[src/rtl/multicycle_controller.sv]
// Moore sequencer for the multi-cycle MIPS datapath: one shared memory and ALU,
// control strobes decoded from the registered state plus the opcode/func latched in DECODE.
module multicycle_controller #(
    parameter int CNT_W = 16
) (
    input  logic             clk,
    input  logic             rst,
    input  logic [5:0]       opcode,
    input  logic [5:0]       func,
    input  logic             zero,
    output logic             pc_write,
    output logic             pc_write_cond,
    output logic             i_or_d,
    output logic             mem_read,
    output logic             mem_write,
    output logic             ir_write,
    output logic             reg_dst,
    output logic             jal_reg,
    output logic             pc_to_reg,
    output logic             mem_to_reg,
    output logic             reg_write,
    output logic             alu_src_a,
    output logic [1:0]       alu_src_b,
    output logic [2:0]       alu_cntrl,
    output logic [1:0]       pc_src,
    output logic             illegal,
    output logic [CNT_W-1:0] instr_count
);

    typedef enum logic [3:0] {
        S_INIT, S_FETCH, S_DECODE, S_MEM_ADDR, S_MEM_RD, S_MEM_WB, S_MEM_WR,
        S_R_EXEC, S_R_WB, S_I_EXEC, S_I_WB, S_BRANCH, S_JUMP, S_JAL, S_JR, S_ILLEGAL
    } state_t;

    localparam logic [5:0] OP_R    = 6'b000000;
    localparam logic [5:0] OP_LW   = 6'b100011;
    localparam logic [5:0] OP_SW   = 6'b101011;
    localparam logic [5:0] OP_ADDI = 6'b001000;
    localparam logic [5:0] OP_SLTI = 6'b001010;
    localparam logic [5:0] OP_BEQ  = 6'b000100;
    localparam logic [5:0] OP_J    = 6'b000010;
    localparam logic [5:0] OP_JAL  = 6'b000011;
    localparam logic [5:0] FN_JR   = 6'b001000;

    state_t     state, state_nxt;
    logic [5:0] op_q, fn_q;
    logic       r_ok;
    logic [2:0] r_alu;
    logic       retire;

    // The branch decision is made in the datapath (pc_write_cond & zero).
    logic unused_zero;
    assign unused_zero = zero;

    // R-type ALU function from the func latched in DECODE.
    always_comb begin
        r_ok  = 1'b1;
        r_alu = 3'b010;
        case (fn_q)
            6'b100000: r_alu = 3'b010;
            6'b100010: r_alu = 3'b110;
            6'b100100: r_alu = 3'b000;
            6'b100101: r_alu = 3'b001;
            6'b101010: r_alu = 3'b111;
            default: begin
                r_ok  = 1'b0;
                r_alu = 3'b000;
            end
        endcase
    end

    // Leaving any state other than INIT for FETCH is an instruction completing.
    assign retire = (state_nxt == S_FETCH) && (state != S_INIT);

    always_ff @(posedge clk or posedge rst) begin
        if (rst) begin
            state       <= S_INIT;
            op_q        <= '0;
            fn_q        <= '0;
            illegal     <= 1'b0;
            instr_count <= '0;
        end else begin
            state <= state_nxt;
            if (state == S_DECODE) begin
                op_q <= opcode;
                fn_q <= func;
            end
            if (state_nxt == S_ILLEGAL)
                illegal <= 1'b1;
            if (retire)
                instr_count <= instr_count + CNT_W'(1);
        end
    end

    always_comb begin
        state_nxt = state;
        case (state)
            S_INIT:   state_nxt = S_FETCH;
            S_FETCH:  state_nxt = S_DECODE;
            S_DECODE: begin
                case (opcode)
                    OP_LW, OP_SW:     state_nxt = S_MEM_ADDR;
                    OP_R:             state_nxt = (func == FN_JR) ? S_JR : S_R_EXEC;
                    OP_ADDI, OP_SLTI: state_nxt = S_I_EXEC;
                    OP_BEQ:           state_nxt = S_BRANCH;
                    OP_J:             state_nxt = S_JUMP;
                    OP_JAL:           state_nxt = S_JAL;
                    default:          state_nxt = S_ILLEGAL;
                endcase
            end
            S_MEM_ADDR: state_nxt = (op_q == OP_SW) ? S_MEM_WR : S_MEM_RD;
            S_MEM_RD:   state_nxt = S_MEM_WB;
            S_R_EXEC:   state_nxt = r_ok ? S_R_WB : S_ILLEGAL;
            S_I_EXEC:   state_nxt = S_I_WB;
            S_ILLEGAL:  state_nxt = S_ILLEGAL;
            S_MEM_WB, S_MEM_WR, S_R_WB, S_I_WB,
            S_BRANCH, S_JUMP, S_JAL, S_JR:
                        state_nxt = S_FETCH;
            default:    state_nxt = S_INIT;
        endcase
    end

    always_comb begin
        pc_write      = 1'b0;
        pc_write_cond = 1'b0;
        i_or_d        = 1'b0;
        mem_read      = 1'b0;
        mem_write     = 1'b0;
        ir_write      = 1'b0;
        reg_dst       = 1'b0;
        jal_reg       = 1'b0;
        pc_to_reg     = 1'b0;
        mem_to_reg    = 1'b0;
        reg_write     = 1'b0;
        alu_src_a     = 1'b0;
        alu_src_b     = 2'b00;
        alu_cntrl     = 3'b000;
        pc_src        = 2'b00;
        case (state)
            S_INIT:   alu_cntrl = 3'b010;
            S_FETCH: begin
                mem_read  = 1'b1;
                ir_write  = 1'b1;
                pc_write  = 1'b1;
                alu_src_b = 2'b01;
                alu_cntrl = 3'b010;
            end
            S_DECODE: begin
                alu_src_b = 2'b11;
                alu_cntrl = 3'b010;
            end
            S_MEM_ADDR: begin
                alu_src_a = 1'b1;
                alu_src_b = 2'b10;
                alu_cntrl = 3'b010;
            end
            S_MEM_RD: begin
                i_or_d   = 1'b1;
                mem_read = 1'b1;
            end
            S_MEM_WB: begin
                reg_write  = 1'b1;
                mem_to_reg = 1'b1;
            end
            S_MEM_WR: begin
                i_or_d    = 1'b1;
                mem_write = 1'b1;
            end
            S_R_EXEC: begin
                alu_src_a = 1'b1;
                alu_cntrl = r_alu;
            end
            S_R_WB: begin
                reg_write = 1'b1;
                reg_dst   = 1'b1;
            end
            S_I_EXEC: begin
                alu_src_a = 1'b1;
                alu_src_b = 2'b10;
                alu_cntrl = (op_q == OP_SLTI) ? 3'b111 : 3'b010;
            end
            S_I_WB:   reg_write = 1'b1;
            S_BRANCH: begin
                alu_src_a     = 1'b1;
                alu_cntrl     = 3'b110;
                pc_write_cond = 1'b1;
                pc_src        = 2'b01;
            end
            S_JUMP: begin
                pc_write = 1'b1;
                pc_src   = 2'b10;
            end
            S_JAL: begin
                pc_write  = 1'b1;
                pc_src    = 2'b10;
                reg_write = 1'b1;
                jal_reg   = 1'b1;
                pc_to_reg = 1'b1;
            end
            S_JR: begin
                alu_src_a = 1'b1;
                pc_write  = 1'b1;
                pc_src    = 2'b11;
            end
            default: ;
        endcase
    end

endmodule

[config.mk]
export PLATFORM = sky130hd
export DESIGN_NAME = multicycle_controller
export DESIGN_NICKNAME = d
export VERILOG_FILES = /design/src/rtl/multicycle_controller.sv
export SDC_FILE = /design/constraint.sdc
export NUM_CORES = 1
export LEC_CHECK = 0
export ABC_AREA = 0
export CAP_MARGIN = 20
export CORE_MARGIN = 3
export CORE_UTILIZATION = 45
export DETAILED_ROUTE_END_ITERATION = 16
export DONT_BUFFER_PORTS = 1
export HOLD_SLACK_MARGIN = 0.08
export PLACE_DENSITY_LB_ADDON = 0.1
export SETUP_SLACK_MARGIN = 0.05
export SLEW_MARGIN = 30
export SYNTH_ARGS = -nofsm -noshare
export SYNTH_HDL_FRONTEND = slang
export SYNTH_SLANG_ARGS = --single-unit
[constraint.sdc]
create_clock -name clk -period 2.84 [get_ports clk]
set_clock_uncertainty 0.15 [all_clocks]
set_input_delay 0.852 -clock clk [delete_from_list [all_inputs] [get_ports clk]]
set_output_delay 0.852 -clock clk [all_outputs]
set_load 0.02 [all_outputs]
==> reports/qor.yml <==
worst_setup_path:
  arrival_ps: 1690
  end_kind: "primary output"
  criticalPathCategory: "flip-flop to primary output"
  cp.required_ps: 1840
  worstPathMaxFanout: 4
  cp-start-kind: "flip-flop"
final_layout:
  area_growth_pct: 20.1
  final_core_util_pct: 58.2
  final_net_count: 239
  drive_above_1_share_pct: 30.5
  antennaDiodeCount: 0
synth:
  ys_async_sr_fraction_pct: 100
  synth_cells: 208
  synth_seq_cells: 33
  netlist_top_cells_count: "33 x dfrtp_1, 16 x nand2_1, 13 x nor2_1"
  synth-main-ff-cell: "dfrtp_1"
  synthTopCellsByArea: "dfrtp_1 41%, mux2_2 6.7%, xor2_1 5.2%"
  synth_edf_count: 0
  syn_nets: 224
  netlist_area_sq_um: 2010
  ys_types: 52
  ys_warn_count: 0
  yosys.area.top_type: "dfrtp_1"
  synth_most_common_cell: "dfrtp_1"
  synth_top_area_share_pct: 41.1
  seq_area_frac_synth_pct: 41.1
  avgSynthCellArea_sq_um: 9.65
clock_tree:
  cts_buffers: 5
  clock-sinks: 33
  h-tree-depth: 2
  path_clk_slew_ps: 60
  cts_setup_buffers: 0
  cts_tree: "built"
  cts_hold_buf: 0
  cts_root_buffer: "clkbuf_8"
  cts_resized: 0
  clock_tree.buffer_depth: 2
  clk_latency_ps: 280
placement:
  numPortBuffers: 0
  gp_congestion: 0.907
  dp_hpwl_mm: 3.62
status:
  status: "complete, no violations"
pwr:
  seqPwrFrac_pct: 31.3
  p_switching_w: 0.00136
  max-vdd-ir-drop_mv: 0.700
  combPwrFrac_pct: 56.7
  total_power_w: 0.00286
  powerDensity_nw_per_um2: 1180
  p_leak_nw: 1.03
  internal-power_w: 0.00150
  swShare_pct: 47.5
  p_clk_share_pct: 12.0
job:
  max_cap_violations: 0
floorplan:
  die_w_um: 72.8
  die_h_um: 72.8
  num_rows: 23
  dieArea_sq_um: 5300
  core_sq_um: 4140
  ios: 51
  start_util_pct: 48.5
grt:
  grt_overflow_total: 0
  antenna_found_initial: 0
  grt_use_total_pct: 18.9
  grt_pass1_vias: 1646
  grt_pass1_wl_mm: 7.87
  grt_max_degree: 34
timing:
  tightestPinTransition_ps: 799
  drv_slew: 0
  slew_headroom_pct: 46.7
  finalHoldViolations: 0
  layout_min_cycle_time_ps: 2700
  final-setup-viol-count: 0
  rsz0062_at_grt: "yes"
  fin_crit_sh_pct: 94.9
  max_freq_mhz: 371
routing:
  drt-initial-drc-count: 152
  vias_per_cell: 5.97
  post_drt_wl_per_cell_um: 17.1
  drt_first_pass_iters: 4
  routed_wl_mm: 4.67
  drc: 0
  postRouteAntennaNets: 0
  vias: 1631
hold_path:
  min_path_type: "flip-flop to flip-flop"
## registers in the layout, summed over array words and instances, names as in the netlist
name / count
state: 4
op_q: 6
illegal: 1
instr_count: 16
fn_q: 6
## cell usage in the layout, fill, tap and decap left out, types with 4 or more instances in the layout
| cell type | n |
|---|---|
| dfrtp_1 | 31 |
| clkbuf_8 | 6 |
| nand2_1 | 16 |
| nor4_4 | 6 |
| mux2_2 | 12 |
| buf_4 | 21 |
| nand3_1 | 8 |
| xnor2_1 | 4 |
| nor3_1 | 4 |
| nor2_1 | 12 |
| nand2b_1 | 4 |
| o21ai_0 | 5 |
| inv_1 | 11 |
| nor3_4 | 4 |
| xor2_1 | 12 |
## layer usage
layer / share of wire [%] / GRT usage, % / vias to the layer above
li1: - / - / 770
met1: 46 / 25.9 / 791
met2: 46 / 28.3 / 59
met3: 6.4 / 5.51 / 11
met4: 1.7 / 6.97 / 0
met5: 0 / 0 / -
## layout make-up
class                      count  area (sq um)
clock buffer                   7          86.3
fill                         369          1730
inverter                      12          45.0
multi-input combinational    149          1210
sequential                    33           828
tap                           50          62.6
timing repair buffer          22           178
## kinds of logic (layout without fill, tap and decap cells)
logic type / after synthesis / count (layout) / synth area share (%)
mux: 14 / 14 / 7.79
buf+inv: 26 / 41 / 6.48
flops: 33 / 33 / 41.1
xor+xnor: 16 / 16 / 6.98
compound gates: 29 / 29 / 9.91
fa+ha+maj: 1 / 1 / 0.623
simple gates: 89 / 89 / 27.1
## power by group through the flow
stage / Clock (W) / Combinational (W) / Sequential, W
final: 0.000344 / 0.00162 / 0.000894
after global routing: 0.000375 / 0.00174 / 0.000930
after CTS: 0.000354 / 0.00161 / 0.000886
after detailed placement: 0 / 0.00161 / 0.000893
after global placement: 0 / 0.00158 / 0.000883
after floorplan: 0 / 0.00128 / 0.000818
## worst max-delay path: stages (launching register included)
cell     delay (ps)
dfrtp_1         370
nor2b_1         300
nand2_1         130
o41ai_2         340
a21o_1          280
## metrics by stage
step           setup WS, ps  setup TNS (ps)  instance area [sq um]  hold WS [ps]  std cells
5_1_grt                23.3               0                   2410           377        273
4_1_cts                54.4               0                   2400           352        273
3_5_place_dp          -98.6           -1040                   2310           338        266
3_3_place_gp          -75.5            -727                   2310           332        266
6_report                145               0                   2410           348        273
2_1_floorplan         -22.0            -119                   2180           323        208
## path summary, 6_finish.rpt
kind	startpoint	end	depth (start not counted)	slack, ps
worst max-delay path	fn_q[4]	alu_cntrl[1]	4	140
min in group asynchronous	rst	instr_count[1]	2	410
worst max register to register	state[2]	instr_count[1]	7	270
worst min-delay path	fn_q[5]	fn_q[5]	1	350
worst min register to register	fn_q[5]	fn_q[5]	1	350
max in group asynchronous	rst	state[3]	2	1820
Power figures use the tool's default switching activity.
